## config.mk

```make
export PLATFORM = sky130hd
export DESIGN_NAME = cond_logic
export DESIGN_NICKNAME = d
export VERILOG_FILES = /design/src/rtl/cond_logic.sv
export SDC_FILE = /design/constraint.sdc
export NUM_CORES = 1
export LEC_CHECK = 0
export BUFFER_PORTS_ARGS = -buffer_cell sky130_fd_sc_hd__buf_2
export CAP_MARGIN = 20
export CORE_AREA = 3 3 40 42
export CTS_CLUSTER_DIAMETER = 50
export CTS_CLUSTER_SIZE = 8
export DETAILED_ROUTE_END_ITERATION = 6
export DIE_AREA = 0 0 43 45
export GPL_TIMING_DRIVEN = 0
export PLACE_DENSITY = 0.72
export SYNTH_ARGS = -nofsm -noshare
export SYNTH_HDL_FRONTEND = slang
export SYNTH_SLANG_ARGS = --single-unit
export TNS_END_PERCENT = 1
```

## constraint.sdc

```tcl
create_clock -name clk -period 3.06 [get_ports clk]
set_clock_uncertainty 0.15 [all_clocks]
set_input_delay 0.153 -clock clk [delete_from_list [all_inputs] [get_ports clk]]
set_output_delay 0.153 -clock clk [all_outputs]
set_load 0.01 [all_outputs]
```

## src/rtl/cond_logic.sv

```systemverilog
// Conditional-execution stage: architectural NZCV register, condition evaluation,
// and gating of PC/register/memory/flag write enables with the latched condition.
module cond_logic #(
  parameter logic [3:0] RESET_FLAGS = 4'b0000,
  parameter bit         NV_EXECUTES = 1'b1
) (
  input  logic       clk,
  input  logic       reset,
  input  logic [3:0] Cond,
  input  logic [3:0] ALUFlags,
  input  logic [1:0] FlagW,
  input  logic       CondLatch,
  input  logic       PCS,
  input  logic       NextPC,
  input  logic       RegW,
  input  logic       MemW,
  input  logic       NoWrite,
  output logic [3:0] Flags,
  output logic       CondEx,
  output logic       CondExReg,
  output logic       PCWrite,
  output logic       RegWrite,
  output logic       MemWrite
);

  logic [1:0] r_flags_nz;
  logic [1:0] r_flags_cv;
  logic       r_condex;
  logic       w_n, w_z, w_c, w_v;
  logic       w_ge;
  logic       w_condex;
  logic       w_wr_nz, w_wr_cv;

  assign {w_n, w_z} = r_flags_nz;
  assign {w_c, w_v} = r_flags_cv;
  assign w_ge       = (w_n == w_v);

  always_comb begin
    w_condex = 1'b0;
    unique case (Cond)
      4'b0000: w_condex = w_z;
      4'b0001: w_condex = ~w_z;
      4'b0010: w_condex = w_c;
      4'b0011: w_condex = ~w_c;
      4'b0100: w_condex = w_n;
      4'b0101: w_condex = ~w_n;
      4'b0110: w_condex = w_v;
      4'b0111: w_condex = ~w_v;
      4'b1000: w_condex = w_c & ~w_z;
      4'b1001: w_condex = ~w_c | w_z;
      4'b1010: w_condex = w_ge;
      4'b1011: w_condex = ~w_ge;
      4'b1100: w_condex = ~w_z & w_ge;
      4'b1101: w_condex = w_z | ~w_ge;
      4'b1110: w_condex = 1'b1;
      4'b1111: w_condex = NV_EXECUTES;
      default: w_condex = 1'b0;
    endcase
  end

  // Flag writes use the pre-edge latched condition, so a same-edge CondLatch
  // never lets an instruction's own flag result decide whether it executes.
  assign w_wr_nz = FlagW[1] & r_condex;
  assign w_wr_cv = FlagW[0] & r_condex;

  always_ff @(posedge clk or posedge reset) begin
    if (reset) begin
      r_flags_nz <= RESET_FLAGS[3:2];
      r_flags_cv <= RESET_FLAGS[1:0];
      r_condex   <= 1'b0;
    end else begin
      if (w_wr_nz)   r_flags_nz <= ALUFlags[3:2];
      if (w_wr_cv)   r_flags_cv <= ALUFlags[1:0];
      if (CondLatch) r_condex   <= w_condex;
    end
  end

  assign Flags     = {r_flags_nz, r_flags_cv};
  assign CondEx    = w_condex;
  assign CondExReg = r_condex;
  assign PCWrite   = NextPC | (PCS & r_condex);
  assign RegWrite  = RegW & r_condex & ~NoWrite;
  assign MemWrite  = MemW & r_condex;

endmodule

```

Word level (Yosys, flattened, before mapping)
Cells that the tools add are included.
{ "word_totals": {"wordCells": 39, "reg_bits": 5, "input_bits": 18} }
{ "classes": {"muxes": 1, "eq_ne": 16, "n_bitwise": 17, "reduce_logical": 2} }
{ "op_table": {"columns": ["op", "count"], "rows": [
  ["4-bit equality test (second input constant)", 8],
  ["4-bit by 3-bit equality test with 1-bit output (second input constant)", 4],
  ["1-bit one-hot mux with 15 select lines", 1],
  ["1-bit bitwise AND", 8],
  ["4-bit by 2-bit equality test with 1-bit output (second input constant)", 2],
  ["1-bit NOT", 6],
  ["4-bit by 1-bit equality test with 1-bit output (second input constant)", 1],
  ["4-bit logical NOT", 1],
  ["1-bit bitwise OR", 3],
  ["2-bit OR reduction", 1],
  ["1-bit equality test", 1]
]} }

Logic depth before layout (Yosys ltp)
Gate-level depths: netlist of run 1.
{ "depth": {"depth_word": 4, "ltp_mapped": 6, "depth_no_buf": 5} }

Least setup slack after synthesis of run 1
No wires, ideal clock.
{ "synth_timing": {"path_kind": "reg-to-output", "start": "register r_flags_cv[0]", "end": "output port CondEx", "arrival_ps": 1328, "path_buffers": 0, "stages_incl_launch_ff": 6, "t_required_ps": 2757, "slack_ps": 1429, "cell_sequence": "dfrtp_1 xnor2_1 a21oi_2 o22ai_1 a2111oi_2 a21oi_1"} }
{ "synth_between": {"elab_chain_len": 4, "word_cells_on_any_way": 6} }
{ "synth_rtl": {"columns": ["item", "line_no", "source"], "rows": [
  ["start: declaration", "27", "logic [1:0] r_flags_cv;"],
  ["start signal: assignment", "69", "r_flags_cv <= RESET_FLAGS[1:0];"],
  ["start signal: assignment", "73", "if (w_wr_cv) r_flags_cv <= ALUFlags[1:0];"],
  ["1-bit equality test", "36", "assign w_ge = (w_n == w_v);"],
  ["1-bit NOT", "52, 54", null],
  ["1-bit bitwise OR", "54", "4'b1101: w_condex = w_z | ~w_ge;"],
  ["1-bit one-hot mux with 15 select lines *", "40", "unique case (Cond)"],
  ["end: declaration", "19", "output logic CondEx,"]
]} }
Mark *: on every way between the ends. The rest lies on a longest branch, timed or not.

Worst setup path in the final report of run 1
Same ends and word-level chain as after synthesis.

==> metrics.md, run 1 <==
| Metric | Value |
|---|---|
| Outcome | finished clean |
| Die Area | just under 0.002 mm^2 |
| Hold wc startpoint | FlagW[1] |
| Chip height | roughly 45 um |
| Primary FF master, synth | dfrtp_1 |
| Req. time, crit path | about 2.8 ns |
| Placed Area | ~560 um^2 |
| Largest area contributor in the netlist | dfrtp_1 |
| Vias in the first global route | about 410 |
| WL final | around 1100 um |
| Post-synthesis sequential area ratio | 0.303 |
| Overflow after GRT | 0 |
| Post-CTS Setup Inserts | 0 |
| Antenna Nets Post-Route | 0 |
| Final Setup Violations | 0 |
| Worst vdd ir | around 0.32 mV |
| Met2 wire length | 597 um |
| R2R Path Start | r_flags_cv[0]$_DFFE_PP0P_ |
| CTS tree | built |
| Fin cells | 98 |
| Cell Area, Synth | 413 um^2 |
| Clock buffer depth | 2 |
| Yosys reg bits | 5 |
| Fin nets | between 100 and 150 |
| Drt first pass iters | 4 |
| Buffers on Ports | 25 |
| Startpoint type of the worst setup path | flip-flop |
| Min Hold Slack | 0.126 ns |
| Achievable Freq | roughly 500 MHz |
| Tmin final | roughly 2 ns |
| CTS sink count | 5 |
| Crit path capture type | output pin |
| Final hold violation count | 0 |
| Setup Total Neg Slack | 0 ns |
| Largest net degree at the start of global routing | 10 |
| CTS H-tree lvls | 1 |
| Slew HR | 0.771 |
| Leak Pwr | just over 0.0003 uW |
| Synth Area per Inst | around 8.6 um^2 |
| Number of diodes | 0 |
| CP Max Fanout | 4 |
| Area grow syn2layout | 55.8% |
| Post-Layout Inst Area | 643 um^2 |
| Dpl cells | roughly 90 |
| Insertion delay to the later sink of the worst-skew pair | 0.24 ns |
| CP Launch Point | r_flags_cv[0]$_DFFE_PP0P_ |
| CORE AREA | about 0.0013 mm^2 |
| # rows | 13 |
| Mapped Cells | between 40 and 50 |
| Reg clk slew, reported paths | about 0.04 ns |
| Drt drc | 0 |
| DRT met1 WL | roughly 440 um |
| Actual slew at the worst max-slew pin | 0.343 ns |
| Tcrit/Tclk final | 0.656 |
| GRT Util Overall | 0.115 |
| GPL Wtd Cong | about 0.7 |
| Initial antenna violation count | 0 |
| Yosys top cell area share | 0.303 |
| First-pass GRT wire length | 1610 um |
| Max cap viols | 0 |
| Via-per-instance ratio | 4.78 |
| Synth cell types | 22 |
| Max-slew violation count | 0 |
| Layout cells sized above 1 | 0.434 |
| Initial Util | 0.321 |
| CTS root buffer | clkbuf_4 |
| Post-synth EDFFs | 0 |
| Synth area leaders | dfrtp_1 30%, mux2_2 11%, xnor2_1 6.4% |
| Via count | around 470 |
| CTS buffer count | 3 |
| WS Path Type | flip-flop to output pin |
| Die span in x | 43 um |
| Hold Crit Class | input pin to flip-flop |
| Routed len/inst | between 10 and 15 um |
| Met3 wire length | 52 um |
| Yosys warns | 0 |
| Arrival time worst endpoint | ~1.7 ns |
| Mapped Nets | 66 |
| PD cells | between 600 and 700 mW/mm^2 |
| Io pins | 27 |
| Synth top cells by count | 5 x dfrtp_1, 5 x nand2_1, 4 x inv_1, 4 x mux2_2, 4 x nor2_1 |
| Initial DRC Count | 10 |
| FFs w/ async S/R, synth | 1.00 |
| RSZ-0062 raised after global routing | no |
| Uppermost layer routed | met4 |
==> cell type report <==
type / count / area (um^2)
Buffer: 1 / 11.3
Tap cell: 15 / 18.8
Sequential cell: 5 / 125
Timing Repair Buffer: 31 / 185
Multi-Input combinational cell: 38 / 262
Inverter: 4 / 15.0
Fill cell: 126 / 642
Clock buffer: 4 / 26.3
==> sequential cells by signal, indices dropped and copies added, names as in the netlist <==
signal and flops:
CondExReg 1, r_flags_cv 2, r_flags_nz 2
==> kinds of logic after synthesis <==
kind of cell / count (synthesis) / share of synthesized area
simple gates: 19 / 0.221
compound gates: 12 / 0.239
flops: 5 / 0.303
buf+inv: 5 / 0.0636
mux: 4 / 0.109
xor+xnor: 3 / 0.0636
==> metal layers <==
| layer | vias to the layer above | GRT usage |
|---|---|---|
| li1 | 241 | - |
| met1 | 208 | 0.127 |
| met2 | 17 | 0.195 |
| met3 | 2 | 0.0239 |
| met4 | 0 | 0.0904 |
| met5 | - | 0 |
==> worst max-delay path, cell delays in order (launching register included) <==
cell	delay [ns]
dfrtp_1	0.41
xnor2_1	0.17
a21oi_2	0.14
o22ai_1	0.10
a2111oi_2	0.42
a21oi_1	0.07
buf_2	0.15
==> worst paths after layout <==
check,endpoint,slack (ns),depth (start not counted)
min,r_flags_nz[1]$_DFFE_PP0P_,0.13,3
min in group asynchronous,r_flags_nz[1]$_DFFE_PP0P_,0.22,3
max,CondEx,1.05,6
max in group asynchronous,r_flags_cv[1]$_DFFE_PP0P_,2.36,3
min reg2reg,r_flags_cv[1]$_DFFE_PP0P_,0.40,1
max reg2reg,CondExReg$_DFFE_PP0P_,1.38,5
==> power breakdown <==
part	switching [uW]	total (uW)	internal (uW)	leakage [uW]
clock network	26.6	75.9	49.3	0.0000150
logic	85.4	186	101	0.000237
registers	37.4	129	91.8	0.0000589
total	149	391	242	0.000311
==> cell usage in the layout, fill, tap and decap left out <==
cell type	count
a2111oi_2	1
a21o_1	1
a21oi_1	2
a21oi_2	1
a2bb2oi_1	1
a311oi_2	1
a31oi_1	1
and2_1	2
buf_2	25
buf_6	1
clkbuf_1	1
clkbuf_4	3
dfrtp_1	5
dlygate4sd3_1	6
inv_1	4
mux2_2	4
nand2_1	5
nand2b_1	3
nand3_1	2
nor2_1	4
nor2b_1	1
nor3_1	2
o21ai_0	1
o22ai_1	2
o32a_1	1
xnor2_1	3
==> repair_timing <==
action                                 in CTS  in global routing
resized for setup                           0                  0
hold buffers                                6                  0
endpoints found under the hold margin      10                  0
==> stage by stage <==
stage / setup slack [ns] / total power [uW] / util
2_1_floorplan: 1.43 / 245 / -
3_3_place_gp: 1.32 / 308 / 0.433
3_5_place_dp: 1.32 / 310 / 0.433
4_1_cts: 1.04 / 396 / 0.500
5_1_grt: 0.972 / 422 / 0.500
6_report: 1.05 / 391 / 0.500
Power figures use the tool's default switching activity.
==> inputs of run 2 (changes only) <==
==> constraint.sdc (replaced) <==
create_clock -name clk -period 1.92 [get_ports clk]
set_clock_uncertainty 0.15 [all_clocks]
set_input_delay 0.096 -clock clk [delete_from_list [all_inputs] [get_ports clk]]
set_output_delay 0.096 -clock clk [all_outputs]
set_load 0.01 [all_outputs]
==> run 2 against run 1 <==
Combinational power increased by 110%. Sequential share of layout area down 1.5 points. Highest routed layer unchanged. Non-clock buffer count grew 5. Die area stayed put. Cell count increased by 5.1%. Register-to-register slack lost 1.3 ns. The flow now finishes with violations (negative setup slack).
==> metrics.md, run 2 (synthesized netlist as in run 1, its figures left out) <==
| Metric | Value |
|---|---|
| Drt drc | 0 (unchanged) |
| Achievable Freq | 513 MHz |
| Antenna Nets Post-Route | 0 (unchanged) |
| Leak Pwr | 0.000348 uW (+12%) |
| Placed Area | 557 um^2 (unchanged) |
| FF-to-FF path depth | 7 (+2) |
| Area grow syn2layout | 73.9% |
| Internal Power | 463 uW (+91%) |
| Slew HR | 0.759 (-0.0123) |
| FF-to-FF End | CondExReg$_DFFE_PP0P_ |
| Io pins | 27 (unchanged) |
| Tmin final | approximately 2 ns |
| Switching share of power | 0.369 (-0.0127) |
| Slowest stage delay, CP | 0.43 ns (about the same) |
| Initial antenna violation count | 0 (unchanged) |
| GRT Util Overall | 0.125 (+0.00930) |
| Max cap viols | 0 (unchanged) |
| Crit path cell chain | o32a_1 > a311oi_2 > a2111oi_4 > a21oi_1 > buf_2 |
| Worst vdd ir | 0.553 mV (+76%) |
| CTS buffer count | 3 (unchanged) |
| Crit path capture type | output pin |
| Tcrit/Tclk final | 1.02 |
| Via-per-instance ratio | 4.83 (+1.0%) |
| Failing checks | negative setup slack |
| Clock buffer depth | 2 (unchanged) |
| Outcome | complete, but fails checks |
| WS Path Type | flip-flop to output pin |
| CTS root buffer | clkbuf_4 |
| Worst Setup Slack, final | -0.0309 ns (-1.08 ns) |
| Clock power share | 0.165 (-0.029) |
| Initial Util | 0.321 (unchanged) |
| Worst Hold Path EP | r_flags_nz[1]$_DFFE_PP0P_ |
| Die Area | 0.00194 mm^2 (unchanged) |
| CORE AREA | 0.00128 mm^2 (unchanged) |
| Chip height | 45 um (unchanged) |
| Min Hold Slack | 0.0686 ns (-0.0570 ns) |
| Reg clk slew, reported paths | 0.04 ns (about the same) |
| Initial DRC Count | 10 (unchanged) |
| WL final | 1210 um (+8.7%) |
| Fin nets | 107 (+4.9%) |
| Drt first pass iters | 4 (unchanged) |
| Final Setup Violations | 1 (+1) |
| Fin cells | 103 (+5.1%) |
| CTS sink count | 5 (unchanged) |
| RSZ-0062 raised after global routing | yes |
| Startpoint type of the worst setup path | flip-flop |
| Buffers on Ports | 25 (unchanged) |
| Overflow after GRT | 0 (unchanged) |
| Routed len/inst | 11.7 um (+3.4%) |
| Vias in the first global route | 448 (+8.5%) |
| Insertion delay to the later sink of the worst-skew pair | 0.24 ns (about the same) |
| Via count | 497 (+6.2%) |
| CP Max Fanout | 6 (+2) |
| Layout cells sized above 1 | 0.534 (+0.100) |
| Crit-path slowest cell | dfrtp_2 |
| CP Launch Point | r_flags_nz[0]$_DFFE_PP0P_ |
| CP Buf/Inv Count | 1 (unchanged) |
| Commonest non-fill, non-tap cells in the layout | 25 x buf_2, 6 x dlygate4sd3_1, 5 x nand2_1, 5 x buf_4 |
| Sequential power share | 0.292 (-0.038) |
| CP top delay family | compound AO/OA/AOI/OAI gates |
| Largest net degree at the start of global routing | 10 (unchanged) |
| Hold Crit Class | input pin to flip-flop |
| Hold depth | 3 (unchanged) |
| Comb pwr share | 0.544 (+0.068) |
| Net Sw Power | 271 uW (+81%) |
| Flop2flop setup slack | 0.10 ns (-1.28 ns) |
| PD cells | 1020 mW/mm^2 (+68%) |
| Req. time, crit path | 1.67 ns (-1.09 ns) |
| CTS H-tree lvls | 1 (unchanged) |
| Post-Layout Inst Area | 718 um^2 (+12%) |
| First-pass GRT wire length | 1730 um (+7.2%) |
| Arrival time worst endpoint | 1.70 ns (about the same) |
| Actual slew at the worst max-slew pin | 0.359 ns (+0.0164 ns) |
| R2R Path Start | r_flags_cv[0]$_DFFE_PP0P_ |
| Dpl cells | 88 (unchanged) |
| Number of diodes | 0 (unchanged) |
| Die span in x | 43 um (unchanged) |
| GPL Wtd Cong | 0.701 (unchanged) |
| CTS tree | built |
| Hold wc startpoint | FlagW[1] |
| Commonest non-fill, non-tap cell in the layout | buf_2 |
| Max-slew violation count | 0 (unchanged) |
| # rows | 13 (unchanged) |
| Final hold violation count | 0 (unchanged) |
| Total design power | 734 uW (+88%) |
| Final Core Density | 0.559 (+0.0584) |
[run 2: changes by cell type in the layout (fill, tap and decap cells not counted)]
cell,delta
a2111oi_2,-1
a2111oi_4,+1
buf_4,+5
dfrtp_1,-3
dfrtp_2,+3
o22ai_1,-1
o22ai_2,+1
xnor2_1,-2
xnor2_2,+2
[run 2: repair_timing]
item | CTS | global route
hold buffers | 6 | 0
buffers inserted | 2 | 3
setup endpoints to repair | 1 | 1
hold endpoints to repair | 10 | 0
resized for setup | 1 | 6
pin swaps | 1 | 4
[run 2: through the flow]
stage          TNS (ns)  setup slack (ns)
3_5_place_dp          0             0.234
5_1_grt         -0.0874           -0.0874
6_report        -0.0309           -0.0309
4_1_cts               0           0.00717
3_3_place_gp          0             0.239
2_1_floorplan         0             0.301
[run 2: worst register-to-register path, cell delays in order (launching register included)]
cell and delay (ns):
dfrtp_2 0.43, xnor2_2 0.17, a21oi_2 0.15, o22ai_2 0.10, a2111oi_4 0.39, buf_4 0.16
buf_4 0.09, o22ai_1 0.07
[run 2: final cells by class]
type	instances	area [um^2]
Buffer	1	11.3
Multi-Input combinational cell	38	295
Clock buffer	4	26.3
Timing Repair Buffer	36	223
Inverter	4	15.0
Fill cell	116	567
Tap cell	15	18.8
Sequential cell	5	129
[run 2: worst max path at each step]
stage	endpoint	slack, ns	depth (start not counted)
final	CondEx	-0.03	5
after global routing	CondEx	-0.09	6
after CTS	CondEx	0.007	6
after detailed placement	CondEx	0.23	6
after global placement	CondEx	0.24	6
after floorplan	CondExReg$_DFFE_PP0P_	0.30	5
[run 2: power groups by stage]
stage,clock network [uW],registers [uW],logic (uW)
global route,131,226,430
global placement,0,207,284
finish,121,214,399
CTS,127,210,331
floorplan,0,215,175
detailed placement,0,208,287
[run 2: layer usage]
layer / track usage / part of all wire / up-vias
met5: 0 / 0 / -
met2: 0.228 / 0.55 / 23
li1: - / - / 251
met1: 0.127 / 0.38 / 221
met4: 0.0904 / 0.015 / 0
met3: 0.0239 / 0.047 / 2
==> inputs of run 3 (changes only) <==
--- a/config.mk
+++ b/config.mk
@@ -14,6 +14,8 @@
 export DIE_AREA = 0 0 43 45
 export GPL_TIMING_DRIVEN = 0
 export PLACE_DENSITY = 0.72
+export REMOVE_ABC_BUFFERS = 1
+export SETUP_SLACK_MARGIN = 0.5
 export SYNTH_ARGS = -nofsm -noshare
 export SYNTH_HDL_FRONTEND = slang
 export SYNTH_SLANG_ARGS = --single-unit
==> run 3 against run 2 <==
The flow now finishes without violations. Global-route usage up 0.67 points. Sequential cell count did not move. Largest cell class unchanged. Die area stayed put. Sequential power fell by 3%. Core utilization increased by 0.097 points. Highest routed layer unchanged. Cell count up 0.97%. Sequential share of layout area about the same. Fmax increased by 1.8%. Via count shrank 2.0%. Count of clock-buffer cells in the layout unchanged. Routed wire length about the same.
==> metrics.md, run 3 (synthesized netlist as in run 1, its figures left out) <==
| Metric | Value |
|---|---|
| Outcome | finished clean |
| Met1 Resource Use GR | 0.156 (+0.0293) |
| Worst vdd ir | 0.679 mV (+23%) |
| Actual slew at the worst max-slew pin | 0.357 ns (-0.00197 ns) |
| CTS tree | built |
| Die span in x | 43 um (unchanged) |
| Req. time, crit path | 1.67 ns (about the same) |
| RSZ-0062 raised after global routing | yes |
| Chip height | 45 um (unchanged) |
| Fill cell count | 112 (-3.4%) |
| Total design power | 748 uW (+1.9%) |
| Die Area | 0.00194 mm^2 (unchanged) |
| Layout cells sized above 1 | 0.539 (+0.00523) |
| Post-Place Worst Slack | 0.172 ns (-0.0624 ns) |
| CP Max Fanout | 3 (-3) |
| CORE AREA | 0.00128 mm^2 (unchanged) |
| Crit path cell chain | xnor2_2 > a21oi_2 > o22ai_2 > a2111oi_4 > a21oi_1 > buf_2 |
| Sequential power share | 0.278 (-0.014) |
| GRT Util Overall | 0.131 (+0.00669) |
| Max-slew violation count | 0 (unchanged) |
| Hold Crit Class | input pin to flip-flop |
| Vias in the first global route | 474 (+5.8%) |
| Routed len/inst | 11.6 um (-1.0%) |
| Initial DRC Count | 4 (-6) |
| Final Setup Violations | 0 (-1) |
| Arrival time worst endpoint | 1.67 ns (-0.03 ns) |
| Startpoint type of the worst setup path | flip-flop |
| Worst Setup Slack, final | 0.00416 ns (+0.0351 ns) |
| Hold wc startpoint | FlagW[1] |
| Commonest non-fill, non-tap cell in the layout | buf_2 |
| CP top delay family | compound AO/OA/AOI/OAI gates |
| PD cells | 1040 mW/mm^2 (+1.8%) |
| FF-to-FF path depth | 6 (-1) |
| Flop2flop setup slack | 0.20 ns (+0.10 ns) |
| Largest net degree at the start of global routing | 10 (unchanged) |
| Clock buffer depth | 2 (unchanged) |
| Grt peak-use layer | met2 |
| Clock power share | 0.151 (-0.014) |
| First-pass GRT wire length | 1950 um (+12%) |
| Comb pwr share | 0.571 (+0.027) |
| GR Layer Usage met3 | 0.0279 (+0.00398) |
| GPL Wtd Cong | 0.717 (+2.3%) |
| Initial antenna violation count | 0 (unchanged) |
| Slew HR | 0.760 (+0.00133) |
| Fin nets | 108 (+0.93%) |
| CTS sink count | 5 (unchanged) |
| Antenna Nets Post-Route | 0 (unchanged) |
| Final hold violation count | 0 (unchanged) |
| Worst Hold Path EP | r_flags_nz[0]$_DFFE_PP0P_ |
| Via-per-instance ratio | 4.68 (-3.0%) |
| Max cap viols | 0 (unchanged) |
| Slowest stage delay, CP | 0.44 ns (about the same) |
| Tcrit/Tclk final | 0.998 (-0.0183) |
| Drt first pass iters | 4 (unchanged) |
| Area grow syn2layout | 74.2% |
| Switching share of power | 0.365 (-0.00359) |
| Reg clk slew, reported paths | 0.04 ns (about the same) |
| Achievable Freq | 522 MHz (+1.8%) |
| Initial Util | 0.321 (unchanged) |
| Insertion delay to the later sink of the worst-skew pair | 0.23 ns (about the same) |
| Crit path capture type | output pin |
| Drt drc | 0 (unchanged) |
| Leak Pwr | 0.000351 uW (+0.80%) |
| Internal Power | 475 uW (+2.5%) |
| Overflow after GRT | 0 (unchanged) |
| CTS buffer count | 3 (unchanged) |
| CTS H-tree lvls | 1 (unchanged) |
| WS Path Type | flip-flop to output pin |
| R2R Path Start | r_flags_cv[0]$_DFFE_PP0P_ |
| # rows | 13 (unchanged) |
| Commonest non-fill, non-tap cells in the layout | 26 x buf_2, 6 x dlygate4sd3_1, 6 x buf_4 |
| Net Sw Power | 273 uW (+0.95%) |
| Hold depth | 3 (unchanged) |
| Post-DP HPWL | 816 um |
| Number of diodes | 0 (unchanged) |
| Via count | 487 (-2.0%) |
| Io pins | 27 (unchanged) |
| WL final | 1200 um (about the same) |
| Crit-path slowest cell | dfrtp_2 |
| CP Buf/Inv Count | 1 (unchanged) |
| Tmin final | 1.92 ns (-0.0351 ns) |
| CTS root buffer | clkbuf_4 |
| FF-to-FF End | CondExReg$_DFFE_PP0P_ |
| Buffers on Ports | 26 (+4.0%) |
| Grt met2 use | 0.231 (+0.00299) |
==> run 3: cell types whose count changed in the layout (fill, tap and decap cells not counted), sizes merged <==
cell / change
buf: +1
==> run 3: layout make-up <==
| cell class | instances | area, um^2 | area share |
|---|---|---|---|
| clock buffer | 4 | 26.3 | 0.0365 |
| sequential | 5 | 129 | 0.179 |
| multi-input combinational | 38 | 295 | 0.410 |
| tap | 15 | 18.8 | 0.0261 |
| timing repair buffer | 38 | 235 | 0.327 |
| inverter | 4 | 15.0 | 0.0209 |
==> run 3: power by group through the flow <==
stage	clock, uW	combinational, uW	sequential, uW
2_1_floorplan	0	171	215
3_5_place_dp	0	287	209
4_1_cts	117	400	198
6_report	113	427	208
5_1_grt	125	463	218
3_3_place_gp	0	282	206
==> run 3: how the worst max path moves through the flow <==
stage,from,endpoint,slack [ns],depth (start not counted)
5_1_grt,r_flags_nz[1]$_DFFE_PP0P_,CondEx,-0.06,6
2_1_floorplan,r_flags_cv[0]$_DFFE_PP0P_,CondExReg$_DFFE_PP0P_,0.30,5
6_report,r_flags_cv[0]$_DFFE_PP0P_,CondEx,0.004,6
3_5_place_dp,r_flags_cv[0]$_DFFE_PP0P_,CondEx,0.17,6
3_3_place_gp,r_flags_cv[0]$_DFFE_PP0P_,CondEx,0.24,6
4_1_cts,r_flags_nz[0]$_DFFE_PP0P_,CondEx,0.007,5
==> run 3: tightest hold or removal path: cells and delay by family <==
family / cells / cell delay [ns]
buffers and inverters: 1 / 0.10
multiplexers: 1 / 0.15
AND/OR/NAND/NOR: 1 / 0.09
==> run 3: per-layer routing <==
layer | wire, um | share of wire | vias up
met5 | 0 | 0 | -
met4 | 10 | 0.0083 | 0
met3 | 88 | 0.073 | 2
met2 | 602 | 0.50 | 22
met1 | 502 | 0.42 | 209
li1 | - | - | 254
==> run 3: metrics by stage <==
stage / utilization / cell area, um^2 / hold slack [ns] / TNS, ns / instances
floorplan: - / 402 / -0.275 / 0 / 47
global placement: 0.428 / 551 / -0.153 / 0 / 88
detailed placement: 0.428 / 551 / -0.146 / 0 / 88
CTS: 0.546 / 702 / 0.0831 / 0 / 103
global route: 0.560 / 719 / 0.101 / -0.0631 / 104
finish: 0.560 / 719 / 0.0844 / 0 / 104
==> run 3: repair_timing <==
item                                    CTS  global route
hold buffers                              6             0
setup buffers                             5             1
pin swaps                                 4             1
endpoints found under the hold margin    10             0
endpoints found under the setup margin    2             2
resized for setup                         4             3
